<file path="src/rtl/imem_loader_if.sv">
// Load/fetch/memory-write bundle for imem_loader.
// master: the environment (loader source, CPU fetch side, memory sink).
// slave:  the imem_loader block itself.
interface imem_loader_if #(
    parameter int unsigned WIDTH = 8
);
    localparam int unsigned AW = WIDTH + 24;

    logic          ld_valid;
    logic          ld_ready;
    logic [AW-1:0] ld_addr;
    logic [AW-1:0] ld_data;
    logic          fetch_req;
    logic          fetch_gnt;
    logic          mem_we;
    logic [AW-1:0] mem_addr;
    logic [WIDTH-1:0] mem_wdata;
    logic          busy;
    logic          load_done;
    logic          err;

    modport master (
        output ld_valid, ld_addr, ld_data, fetch_req,
        input  ld_ready, fetch_gnt, mem_we, mem_addr, mem_wdata,
               busy, load_done, err
    );

    modport slave (
        input  ld_valid, ld_addr, ld_data, fetch_req,
        output ld_ready, fetch_gnt, mem_we, mem_addr, mem_wdata,
               busy, load_done, err
    );
endinterface

</file>
<file path="src/rtl/imem_loader.sv">
// Instruction-memory loader: accepts one word per handshake and writes it
// into a byte-wide memory as four little-endian byte beats, sharing the
// memory with CPU fetch (fetch wins for at most 3 cycles, then the load wins).
// Optional macro IMEM_LOADER_ALIGN_CHK_EN: reject unaligned or out-of-range
// load addresses with an err pulse instead of writing.
module imem_loader #(
    parameter int unsigned WIDTH = 8,
    parameter int unsigned DEPTH = 32
) (
    input  logic        clk,
    input  logic        rst,
    imem_loader_if.slave bus
);
    localparam int unsigned AW = WIDTH + 24;

`ifdef IMEM_LOADER_ALIGN_CHK_EN
    localparam bit CHK_EN = 1'b1;
`else
    localparam bit CHK_EN = 1'b0;
`endif

    typedef enum logic {IDLE, WR} state_t;

    state_t        state;
    logic [1:0]    beat;
    logic [1:0]    beat_nx;
    logic [1:0]    wait_cnt;
    logic [AW-1:0] addr_q;
    logic [AW-1:0] data_q;
    logic          ld_win;
    logic          handshake;
    logic          reject;

    // Byte k of a word, little-endian.
    function automatic logic [WIDTH-1:0] byte_sel(input logic [AW-1:0] d, input logic [1:0] k);
        return WIDTH'(d >> {k, 3'b000});
    endfunction

    // Arbitration between a pending load and CPU fetch; grant/ready are same-cycle.
    assign ld_win        = bus.ld_valid && (!bus.fetch_req || wait_cnt == 2'd3);
    assign handshake     = !rst && (state == IDLE) && ld_win;
    assign bus.ld_ready  = handshake;
    assign bus.fetch_gnt = !rst && (state == IDLE) && bus.fetch_req && !ld_win;
    assign beat_nx       = beat + 2'd1;
    assign reject        = CHK_EN && ((bus.ld_addr[1:0] != 2'b00) ||
                                      (bus.ld_addr > AW'(DEPTH - 4)));

    // Load FSM: capture word on handshake, then emit four byte writes.
    always_ff @(posedge clk or posedge rst) begin
        if (rst) begin
            state         <= IDLE;
            beat          <= 2'd0;
            wait_cnt      <= 2'd0;
            addr_q        <= '0;
            data_q        <= '0;
            bus.mem_we    <= 1'b0;
            bus.mem_addr  <= '0;
            bus.mem_wdata <= '0;
            bus.load_done <= 1'b0;
            bus.err       <= 1'b0;
            bus.busy      <= 1'b0;
        end else begin
            bus.load_done <= 1'b0;
            bus.err       <= 1'b0;
            case (state)
                IDLE: begin
                    if (handshake) begin
                        wait_cnt <= 2'd0;
                        addr_q   <= bus.ld_addr;
                        data_q   <= bus.ld_data;
                        if (reject) begin
                            bus.err <= 1'b1;
                        end else begin
                            state         <= WR;
                            beat          <= 2'd0;
                            bus.mem_we    <= 1'b1;
                            bus.busy      <= 1'b1;
                            bus.mem_addr  <= bus.ld_addr;
                            bus.mem_wdata <= byte_sel(bus.ld_data, 2'd0);
                        end
                    end else if (bus.ld_valid) begin
                        wait_cnt <= (wait_cnt == 2'd3) ? 2'd3 : wait_cnt + 2'd1;
                    end else begin
                        wait_cnt <= 2'd0;
                    end
                end
                WR: begin
                    if (beat == 2'd3) begin
                        state      <= IDLE;
                        beat       <= 2'd0;
                        bus.mem_we <= 1'b0;
                        bus.busy   <= 1'b0;
                    end else begin
                        beat          <= beat_nx;
                        bus.mem_addr  <= addr_q + AW'(beat_nx);
                        bus.mem_wdata <= byte_sel(data_q, beat_nx);
                        bus.load_done <= (beat_nx == 2'd3);
                    end
                end
                default: state <= IDLE;
            endcase
        end
    end
endmodule

</file>
<file path="src/flat_wrapper.sv">
// flat-port wrapper written by rule: the top's interface ports become plain ports
module imem_loader_flat 
#(
    parameter int unsigned WIDTH = 8,
    parameter int unsigned DEPTH = 32
)
  (clk, rst, bus_ld_valid, bus_ld_addr, bus_ld_data, bus_fetch_req, bus_ld_ready, bus_fetch_gnt, bus_mem_we, bus_mem_addr, bus_mem_wdata, bus_busy, bus_load_done, bus_err);
  imem_loader_if #(.WIDTH(WIDTH)) bus_i ();
  input  logic clk;
  input  logic rst;
  input wire logic [$bits(bus_i.ld_valid)-1:0] bus_ld_valid;
  input wire logic [$bits(bus_i.ld_addr)-1:0] bus_ld_addr;
  input wire logic [$bits(bus_i.ld_data)-1:0] bus_ld_data;
  input wire logic [$bits(bus_i.fetch_req)-1:0] bus_fetch_req;
  output wire logic [$bits(bus_i.ld_ready)-1:0] bus_ld_ready;
  output wire logic [$bits(bus_i.fetch_gnt)-1:0] bus_fetch_gnt;
  output wire logic [$bits(bus_i.mem_we)-1:0] bus_mem_we;
  output wire logic [$bits(bus_i.mem_addr)-1:0] bus_mem_addr;
  output wire logic [$bits(bus_i.mem_wdata)-1:0] bus_mem_wdata;
  output wire logic [$bits(bus_i.busy)-1:0] bus_busy;
  output wire logic [$bits(bus_i.load_done)-1:0] bus_load_done;
  output wire logic [$bits(bus_i.err)-1:0] bus_err;
  assign bus_i.ld_valid = bus_ld_valid;
  assign bus_i.ld_addr = bus_ld_addr;
  assign bus_i.ld_data = bus_ld_data;
  assign bus_i.fetch_req = bus_fetch_req;
  assign bus_ld_ready = bus_i.ld_ready;
  assign bus_fetch_gnt = bus_i.fetch_gnt;
  assign bus_mem_we = bus_i.mem_we;
  assign bus_mem_addr = bus_i.mem_addr;
  assign bus_mem_wdata = bus_i.mem_wdata;
  assign bus_busy = bus_i.busy;
  assign bus_load_done = bus_i.load_done;
  assign bus_err = bus_i.err;
  imem_loader #(.WIDTH(WIDTH), .DEPTH(DEPTH)) u_core (.clk(clk), .rst(rst), .bus(bus_i));
endmodule
</file>
<file path="config.mk">
export PLATFORM = sky130hd
export DESIGN_NAME = imem_loader_flat
export DESIGN_NICKNAME = d
export VERILOG_FILES = /design/src/rtl/imem_loader_if.sv /design/src/rtl/imem_loader.sv /design/src/flat_wrapper.sv
export SDC_FILE = /design/constraint.sdc
export NUM_CORES = 1
export LEC_CHECK = 0
export ABC_AREA = 0
export CAP_MARGIN = 30
export CORE_ASPECT_RATIO = 1.2
export CORE_MARGIN = 2
export CORE_UTILIZATION = 40
export DETAILED_ROUTE_END_ITERATION = 16
export DONT_BUFFER_PORTS = 1
export PLACE_DENSITY = 0.62
export REMOVE_ABC_BUFFERS = 1
export SYNTH_ARGS = -nofsm -noshare
export SYNTH_HDL_FRONTEND = slang
export SYNTH_SLANG_ARGS = --single-unit
</file>
<file path="constraint.sdc">
create_clock -name clk -period 3.8 [get_ports clk]
set_clock_uncertainty 0.15 [all_clocks]
set_input_delay 0.76 -clock clk [delete_from_list [all_inputs] [get_ports clk]]
set_output_delay 0.76 -clock clk [all_outputs]
set_load 0.005 [all_outputs]
</file>
======== Word level (Yosys, flattened, before mapping) ========
Cells that the tools add are included.
cells by class
  add/sub/neg operators ................... 3
  equal/unequal tests ..................... 6
  shift-type cells ........................ 1
  muxes and demuxes ....................... 20
  bitwise gates (word level) .............. 1
  reductions and logical operators ........ 12
operators by type and width
  cell                 count
  $mux 32              2
  $pmux 32 s2          1
  $add 32x2->32        1
  $shr 32x5->8         1
  $mux 8               2
  $pmux 8 s2           1
  $mux 2               5
  $eq 2x2->1 const B   3
  $mux 1               6
  $ne 2x2->1 const B   3
  $reduce_and 2->1     3
  $logic_and 1x1->1    5
  $add 2x1->2 const B  2
  $pmux 1 s2           2
  $pmux 2 s2           1
  $logic_not 1->1      3
  $logic_or 1x1->1     1
  $not 1->1            1
word-level totals
  bits in registers ....................... 111
  bits of input ports ..................... 68
  output and inout port bits .............. 46
  word-level logic and storage cells ...... 52

======== Depth between registers and ports, before layout ========
Gate-level depths: netlist of the first run.
  depth after elaboration ................. 6
  mapped depth ............................ 12
  gate-level depth less buffers ........... 9

======== Worst setup path before layout of the first run ========
No wires, ideal clock.
  kind .................................... reg2reg
  start point ............................. register u_core.beat[0]
  end point ............................... register u_core.bus.mem_addr[27]
  setup time .............................. 0.145 ns
  data arrival time ....................... 2.657 ns
  data required time ...................... 3.505 ns
  path slack .............................. 0.848 ns
  cell stages (with the launch flop) ...... 13
  buffers on the path ..................... 3
  clock period less this slack ............ 2.952 ns
  cell sequence ........................... dfrtp_1 clkbuf_1 inv_1 ha_1 buf_2 inv_1 ha_1 a21oi_1 nor4_4 buf_6 nand4_1 xnor2_1 o221ai_1
on the way
  cells in the longest elaborated chain, start to end .. 4
  elaborated cells between the ends (all ways) .. 7
  classes of those cells .................. 2 x add/sub; 2 x eq/ne; 2 x mux; 1 x reduce/logical
RTL lines
  item                    RTL line              source
  from (decl)             imem_loader.sv:25     logic [1:0] beat;
  from (signal assigned)  imem_loader.sv:94     beat <= beat_nx;
  $add 2x1->2             imem_loader.sv:44     assign beat_nx = beat + 2'd1;
  $add 32x2->32           imem_loader.sv:95     bus.mem_addr <= addr_q + AW'(beat_nx);
  $mux 32                 imem_loader.sv:88     if (beat == 2'd3) begin
  $pmux 32 s2             imem_loader.sv:65     case (state)
  to (signal assigned)    imem_loader.sv:78     bus.mem_addr <= bus.ld_addr;
  to (signal assigned)    imem_loader.sv:95
  to (decl)               imem_loader_if.sv:30  output ld_ready, fetch_gnt, mem_we, mem_addr, mem_wdata,
Several ways; a longest one is shown, not always the timed one. The select of a mux whose other input is x is not followed.
A chain may end at the register's enable or synchronous reset.

======== Final worst setup path of the first run ========
  start point ............................. register u_core.beat[0]
  end point ............................... register u_core.bus.mem_addr[26]
Same word-level chain as after synthesis.

==> flow_summary.toml, run 1 <==
[run_status]
status = "completed"

[grt]
grt_pass1_vias = 4086
grt_pass1_wl_um = 20380
grt_usage_pct = 18.55
grt_max_degree = 71
grt-ovfl-total = 0
antenna_found_initial = 0

[clock_tree]
cts_buffers = 9
worstSkewPairLatency_ps = 350
cts_tree = "built"
h-tree-depth = 3
cts_hold_buf = 0
cts.sinks = 111
cts_buffer_depth = 2
post-cts-setup-buffer-count = 0
cts.clk_slew.worst_paths_ps = 70
post_cts_resized = 0
root_buffer = "clkbuf_16"

[layout]
post-route-util_pct = 43.89
nets = 634
syn2layout_area_growth_pct = 7.976
drive_above_1_share_pct = 9.220
final_area_um2 = 5759
diodes = 0

[critical_path]
cp_common_cell = "inv_1"
path_cells = "buf_4 > inv_1 > ha_1 > inv_1 > fa_1 > nand3_1 > nor3_2 > nand4_1 > xor2_1 > o211ai_2"
crit_fanout = 12
worstSetupStartpointType = "register"
critPathKind = "register to register"
critPathMaxStageDelay_ps = 800
critPathCaptureType = "register"
critPathSlowestCell = "nor3_2"
arrival_ps = 3110
worstPathRequired_ps = 3880
reg2reg_depth = 10

[yosys]
ys.flop_type = "dfrtp_1"
ys.warnings.count = 0
syn_area_um2 = 5334
synth_area_per_cell_um2 = 9.309
synth_top_cell_area_share_pct = 52.08
ys_seq_area_share_pct = 52.08
async_flop_share_pct = 100.0
syn_inst = 573
synth_edf_count = 0
ys_seq_elements = 111
synthTopCellsByArea = "dfrtp_1, nand2_1, mux4_2"
ys_types = 46
synth_top_cell_by_area = "dfrtp_1"

[placed_design]
dpl-instance-area_um2 = 5473
io_buffers = 0
place_congestion = 0.8034
place_ws_ps = 757.3
place_hpwl_um = 8639

[floorplan]
die_area_um2 = 14280
die_x_um = 109.4
die_h_um = 130.5
core-area_um2 = 13120
start_util_pct = 40.65
num_rows = 46
io_pins = 114

[pwr]
p_leak_nw = 2.776
irDropWorstVdd_mv = 0.3434
power_density_nw_per_um2 = 868.1

[sta]
fmax_ghz = 0.3303
finalSetupViolCount = 0
worst_slew_pin_slew_ps = 918.2
report.final.slew_viol_count = 0
max-slew-margin-rel_pct = 38.45
tns_ps = 0
rsz0062_at_grt = "false"
post-route-worst-setup-slack_ps = 772.5
finalHoldViolCount = 0
period_needed_ps = 3028
finalCritPeriodShare_pct = 79.67

[run]
cap_violations = 0

[routing]
drc = 0
drt_pass1_iterations = 4
wl_um = 12670
post_drt_wl_per_cell_um = 17.31
routed_via_density = 5.329
ant_nets = 0
initialDrtViolationCount = 187
route.vias.total = 3901

[hold_path]
hold_class = "primary input to async pin"
[kinds of logic after synthesis]
kind of cell,synth area share (%)
AOI/OAI and AO/OA,8.210
buffers and inverters,3.941
adders and majority gates,1.314
xor gates and xnor gates,4.434
other,0.07031
muxes,6.005
and+or+nand+nor,23.95
DFF,52.08
[placed cells by master, fill, tap and decap left out, drive strengths merged, types with 2 or more instances in the layout]
cell type	instances
nand2b	2
xnor2	7
dfrtp	111
clkbuf	10
o22ai	2
clkinv	2
o21ai	32
o211ai	12
buf	12
nand3	9
and3	10
nand2	232
nor2	12
nor3	4
mux4	8
o221ai	5
ha	4
nand4	16
and2	4
nor4b	2
xor2	20
a21oi	11
inv	9
mux2i	14
[metrics by stage]
step,total power [mW],hold WS [ps],std cells
3_5_place_dp,4.137,309.6,718
4_1_cts,5.085,256.0,732
6_report,5.000,239.9,732
3_3_place_gp,4.038,303.3,717
5_1_grt,5.441,284.4,732
2_1_floorplan,3.516,290.3,538
[path summary, 6_finish.rpt]
path / start / end / slack (ps)
worst max register to register: u_core.beat[0] / u_core.bus.mem_addr[26] / 770
max in group asynchronous: rst / u_core.bus.mem_addr[25] / 2400
worst max-delay path: u_core.beat[0] / u_core.bus.mem_addr[26] / 770
worst min-delay path: rst / u_core.data_q[10] / 240
worst min register to register: u_core.data_q[23] / u_core.data_q[23] / 320
min in group clk: u_core.data_q[23] / u_core.data_q[23] / 320
[routing by layer]
| layer | vias to the layer above | global-route usage (%) | share of wire (%) | wire, um |
|---|---|---|---|---|
| li1 | 1868 | - | - | - |
| met1 | 1884 | 22.61 | 41 | 5244 |
| met2 | 136 | 30.72 | 48 | 6048 |
| met3 | 13 | 6.597 | 9.6 | 1216 |
| met4 | 0 | 5.957 | 1.3 | 164 |
| met5 | - | 0 | 0 | 0 |
[cell type report]
cell class | count | area (um2)
Clock inverter | 4 | 47.55
Sequential cell | 111 | 2778
Tap cell | 168 | 210.2
Timing Repair Buffer | 12 | 97.59
Clock buffer | 10 | 239.0
Inverter | 9 | 36.28
Multi-Input combinational cell | 418 | 2351
Fill cell | 1304 | 7363
[cell usage after synthesis (3+ instances only)]
| library cell | count |
|---|---|
| nand2_1 | 232 |
| dfrtp_1 | 111 |
| o21ai_0 | 23 |
| xor2_1 | 20 |
| mux2i_1 | 14 |
| nand4_1 | 13 |
| buf_2 | 12 |
| a21oi_1 | 11 |
| clkbuf_1 | 11 |
| nor2_1 | 11 |
| and3_1 | 10 |
| o21ai_1 | 9 |
| mux4_2 | 8 |
| nand3_1 | 8 |
| inv_1 | 7 |
| o211ai_1 | 7 |
| xnor2_1 | 7 |
| buf_1 | 6 |
| o211ai_2 | 5 |
| and2_1 | 4 |
| buf_4 | 4 |
| ha_1 | 4 |
| o221ai_1 | 4 |
| nand4_2 | 3 |
| nor3_1 | 3 |
[worst max-delay path, delay by kind of cell (launching register included)]
kind / cells / cell delay [ps]
AND/OR/NAND/NOR: 3 / 1180
adder cells (fa/ha/maj): 2 / 520
flip-flops: 1 / 320
buffers and inverters: 3 / 380
XOR/XNOR: 1 / 250
AO/OA/AOI/OAI: 1 / 90
[where the power goes]
group	internal [mW]	switching (mW)	leakage [nW]
Sequential	1.77	0.479	1.37
Combinational	0.794	1.03	1.26
Clock	0.520	0.410	0.140
[state kept, by name, summed over array words and instances, names as in the netlist]
signal and cells:
u_core.beat 2, u_core.state 1, u_core.addr_q 32, u_core.wait_cnt 2, u_core.bus.busy 1, u_core.data_q 32
u_core.bus.mem_addr 32, u_core.bus.load_done 1, u_core.bus.mem_wdata 8
Power figures use the tool's default switching activity.
==> run 2, diff against run 1 <==
PLACE_DENSITY = 0.6   (was 0.62)
clock period = 3.18 ns   (was 3.8 ns; I/O delays follow)
==> run 2 against run 1 <==
  * Sequential cell count stayed put
  * Utilization grew 0.70 points
  * Fmax rose by 24%
  * Combinational power grew 20%
  * Hold slack worse by 110 ps
  * Global-route usage rose by 0.87 points
  * Power grew 24%
  * Routed wire length is 1.9% higher
  * Via count decreased by 0.21%
  * Non-clock buffer count rose by 1
  * Worst setup slack worse by 36 ps
  * Highest routed layer unchanged
==> flow_summary.toml, run 2 (same netlist as run 1, synthesis figures left out) <==
[sta]
period_needed_ps = 2443
rsz0062_at_grt = "false"
fmax_ghz = 0.4093
finalCritPeriodShare_pct = 76.83
finalHoldViolCount = 0
finalSetupViolCount = 0
max-slew-margin-rel_pct = 50.69
worst_slew_pin_slew_ps = 739.6
hold_ws_ps = 132.5
report.final.slew_viol_count = 0

[pwr]
power_density_nw_per_um2 = 1058
irDropWorstVdd_mv = 0.4765
p_total_mw = 6.193
p_leak_nw = 2.816

[clock_tree]
h-tree-depth = 3
cts_hold_buf = 0
cts.clk_slew.worst_paths_ps = 70
post-cts-setup-buffer-count = 0
post_cts_resized = 0
cts_buffers = 9
worstSkewPairLatency_ps = 350
root_buffer = "clkbuf_16"
cts.sinks = 111
cts_tree = "built"
cts_buffer_depth = 2

[floorplan]
die_x_um = 109.4
core-area_um2 = 13120
die_h_um = 130.5
die_area_um2 = 14280
num_rows = 46
start_util_pct = 40.65
io_pins = 114

[routing]
initialDrtViolationCount = 225
route.vias.total = 3893
drc = 0
drt_pass1_iterations = 5
post_drt_wl_per_cell_um = 17.57
routed_via_density = 5.297
wl_um = 12920
ant_nets = 0

[critical_path]
worstSetupStartpointType = "register"
critPathKind = "register to register"
arrival_ps = 2520
critPathCaptureType = "register"
crit_fanout = 12
worstPathRequired_ps = 3260

[layout]
drive_above_1_share_pct = 9.171
layout_commonest_cell = "nand2_1"
multi_input_area_um2 = 2351
fillCellCount = 1284
diodes = 0
syn2layout_area_growth_pct = 9.688
reg.largest.list = "u_core.addr_q (32), u_core.bus.mem_addr (32), u_core.data_q (32)"
final-instance-count-excl-fill = 735
nets = 635
final_cell_mix = "nand2_1, dfrtp_1, o21ai_0"
regArea_um2 = 2778

[placed_design]
dp.cells = 719
place_congestion = 0.8012
place_hpwl_um = 8537
io_buffers = 0

[grt]
antenna_found_initial = 0
grt_pass1_wl_um = 21110
grt_pass1_vias = 4037
grt_max_degree = 71
grt-ovfl-total = 0
grt_usage_pct = 19.41

[run]
cap_violations = 0

[run_status]
status = "completed"

[hold_path]
hold_class = "primary input to async pin"
run 2: final timing paths:
path,start,endpoint,slack (ps),cells past startpoint
max in group asynchronous,rst,u_core.data_q[1],2060,2
max reg2reg,u_core.beat[1],u_core.bus.mem_addr[29],740,9
min,rst,u_core.data_q[29],130,1
min reg2reg,u_core.data_q[7],u_core.data_q[7],320,2
min in group clk,bus_ld_data[14],u_core.data_q[14],240,2
max,u_core.beat[1],u_core.bus.mem_addr[29],740,9
run 2: report_power, final:
| part | switching, mW | total, mW | internal (mW) |
|---|---|---|---|
| clock | 0.513 | 1.31 | 0.794 |
| combinational | 1.23 | 2.19 | 0.963 |
| sequential | 0.587 | 2.70 | 2.11 |
| total | 2.32 | 6.19 | 3.87 |
run 2: critical path, cell delays in order (launching register included):
cell	delay, ps
dfrtp_1	400
ha_1	310
inv_1	70
ha_1	270
a21oi_1	140
nor4_4	290
buf_4	250
nand4_1	120
xor2_1	220
o211ai_2	100
run 2: metrics by stage:
step / setup TNS [ps] / worst slack, ps / cell area, um2 / utilization (%)
after detailed placement: 0 / 738.5 / 5510 / 41.99
after CTS: 0 / 715.2 / 5851 / 44.58
after floorplan: -99690 / -1080 / 5157 / -
after global routing: 0 / 521.5 / 5851 / 44.58
final: 0 / 736.7 / 5851 / 44.58
after global placement: 0 / 792.2 / 5510 / 41.99
run 2: layout make-up:
type / instances / area share (%)
multi-input cells: 418 / 40.18
clock buffers: 13 / 4.277
inverters: 9 / 0.6202
flip-flops and latches: 111 / 47.48
well taps: 168 / 3.593
clock inverters: 3 / 1.540
repair buffers: 13 / 2.310
run 2: layer usage:
metal,up-vias,wire [um],GRT usage (%)
met3,14,1026,5.804
met4,0,204,6.925
met1,1893,5418,24.49
met5,-,0,0
li1,1872,-,-
met2,114,6266,31.70
==> run 3, diff against run 2 <==
PLACE_DENSITY = 0.62   (was 0.6)
clock period = 2.21 ns   (was 3.18 ns; I/O delays follow)
==> run 3 against run 2 <==
  * Fmax increased by 13%
  * Power is 45% higher
  * Largest cell class unchanged
  * Sequential share of layout area shrank 1.8 points
  * Critical path depth is 1 lower
  * Non-clock buffer count is 14 higher
  * Combinational power increased by 58%
  * Critical endpoint is now u_core.bus.mem_addr[9]
  * Sequential power rose by 44%
  * Critical path type unchanged
  * Global-route usage grew 0.29 points
  * Worst setup slack lost 680 ps
==> flow_summary.toml, run 3 (same netlist as run 1, synthesis figures left out) <==
[critical_path]
reg2reg_depth = 8
arrival_ps = 2230
critPathCaptureType = "register"
critPathKind = "register to register"
crit_fanout = 4
r2r-end = "u_core.bus.mem_addr[9]"
worstSetupStartpointType = "register"
critPathTopFamily = "adder cells"
reg2reg_slack_ps = 50
worstPathRequired_ps = 2290
critPathBufInv = 2
r2r_start = "u_core.beat[1]"
critPathMaxStageDelay_ps = 420
critPathSlowestCell = "dfrtp_1"
path_cells = "ha_4 > inv_2 > ha_1 > a21oi_2 > buf_4 > nor4b_1 > xnor2_1 > o211ai_1"

[routing]
wl_met1_um = 5509
ant_nets = 0
top_layer_used = "met4"
initialDrtViolationCount = 160
dr_wl_met3_um = 1223
drc = 0
wl_met2_um = 6859
route.vias.total = 3969
drt_pass1_iterations = 4
wl_um = 13750
routed_via_density = 5.299
post_drt_wl_per_cell_um = 18.36

[layout]
diodes = 0
reg.largest.list = "u_core.addr_q (32), u_core.bus.mem_addr (32), u_core.data_q (32)"
fillCellCount = 1269
nets = 650
post-route-util_pct = 46.34
final_cell_mix = "nand2_1, dfrtp_1, o21ai_0"
syn2layout_area_growth_pct = 14.00
final_area_um2 = 6081
layout_commonest_cell = "nand2_1"
drive_above_1_share_pct = 13.60

[hold_path]
hold_end = "u_core.addr_q[23]"
hold_class = "primary input to register"
whs_path_depth = 2
min-delay-start = "bus_ld_addr[23]"

[run_status]
status = "completed"

[pwr]
p_leak_nw = 2.913
power_density_nw_per_um2 = 1480
p_comb_share_pct = 38.5
power.switching_fraction_pct = 38.48
p_int_mw = 5.535
irDropWorstVdd_mv = 0.6903
p_switching_mw = 3.462
seq_power_share_pct = 43.2
p_clk_share_pct = 18.3

[sta]
rsz0062_at_grt = "true"
report.final.slew_viol_count = 0
finalHoldViolCount = 0
fmax_ghz = 0.4640
worst_slew_pin_slew_ps = 749.7
max-slew-margin-rel_pct = 49.96
finalCritPeriodShare_pct = 97.53
period_needed_ps = 2155
finalSetupViolCount = 0

[clock_tree]
worstSkewPairLatency_ps = 350
cts.clk_slew.worst_paths_ps = 70
cts.sinks = 111
h-tree-depth = 3
cts_tree = "built"
cts_buffer_depth = 2
cts_buffers = 9
root_buffer = "clkbuf_16"

[grt]
grt_pass1_vias = 4238
grt_max_degree = 71
grt-ovfl-total = 0
grt_pass1_wl_um = 21320
antenna_found_initial = 0
grt_usage_pct = 19.70

[placed_design]
dpl-instance-area_um2 = 5603
io_buffers = 0
place_hpwl_um = 8728
place_congestion = 0.8143

[floorplan]
start_util_pct = 40.65
io_pins = 114
core-area_um2 = 13120
die_area_um2 = 14280
die_h_um = 130.5
die_x_um = 109.4
num_rows = 46

[run]
cap_violations = 0
## run 3: cell types whose count changed in the layout (fill, tap and decap cells not counted), moves of 3 or more
cell	before	now
clkinv_2	0	3
buf_4	10	16
xor2_1	20	17
buf_12	3	6
xor2_2	0	3
clkbuf_1	3	0
## run 3: repair_timing
item                                   CTS  global route
gates resized for setup                  5            13
hold buffers                             1             0
setup buffers                            1             0
endpoints found under the hold margin   36             0
setup endpoints to repair               25            28
cloned                                   1             3
pin swaps                                2             6
## run 3: worst max-delay path by stage
stage	from	endpoint	slack, ps	cells past startpoint
floorplan	u_core.state	u_core.bus.mem_addr[25]	-2050	7
global placement	u_core.beat[0]	u_core.bus.mem_addr[27]	-100	10
detailed placement	u_core.beat[0]	u_core.bus.mem_addr[27]	-120	10
CTS	u_core.beat[0]	u_core.bus.mem_addr[7]	0.8	10
global route	u_core.beat[1]	u_core.bus.mem_addr[27]	-90	9
finish	u_core.beat[1]	u_core.bus.mem_addr[9]	50	8
## run 3: power by group through the flow
stage	combinational, mW	clock, mW	sequential (mW)
detailed placement	3.35	0	3.90
global placement	3.25	0	3.85
finish	3.46	1.64	3.89
floorplan	2.32	0	3.72
CTS	3.44	1.70	3.88
global route	3.96	1.79	4.04
## run 3: through the flow
stage | setup TNS, ps | power, mW | std cells | setup WS [ps] | hold slack (ps)
2_1_floorplan | -275880 | 6.046 | 538 | -2050 | 290.3
3_3_place_gp | -415.6 | 7.094 | 728 | -95.07 | 238.0
3_5_place_dp | -762.3 | 7.253 | 728 | -122.6 | 253.6
4_1_cts | 0 | 9.016 | 746 | 0.8393 | 26.03
5_1_grt | -549.9 | 9.791 | 749 | -90.56 | 33.87
6_report | 0 | 8.997 | 749 | 54.65 | 42.55
## run 3: layer usage
metal  vias up  global-route usage, %
met1      1938                  23.63
met4         0                  7.520
met3        15                  6.002
met2       121                  33.22
met5         -                      0
li1       1895                      -
## run 3: cell type report
type | instances | area, um2 | share of cell area, %
clock buffer | 11 | 252.7 | 4.156
clock inverter | 4 | 45.04 | 0.7407
inverter | 9 | 36.28 | 0.5967
multi-input combinational | 419 | 2436 | 40.06
sequential | 111 | 2778 | 45.68
tap | 168 | 210.2 | 3.457
timing repair buffer | 27 | 322.8 | 5.309
## run 3: worst register-to-register path, stage by stage (launching register included)
cell and delay, ps:
dfrtp_1 420, ha_4 280, inv_2 40, ha_1 280
a21oi_2 70, buf_4 150, nor4b_1 390, xnor2_1 170
o211ai_1 90
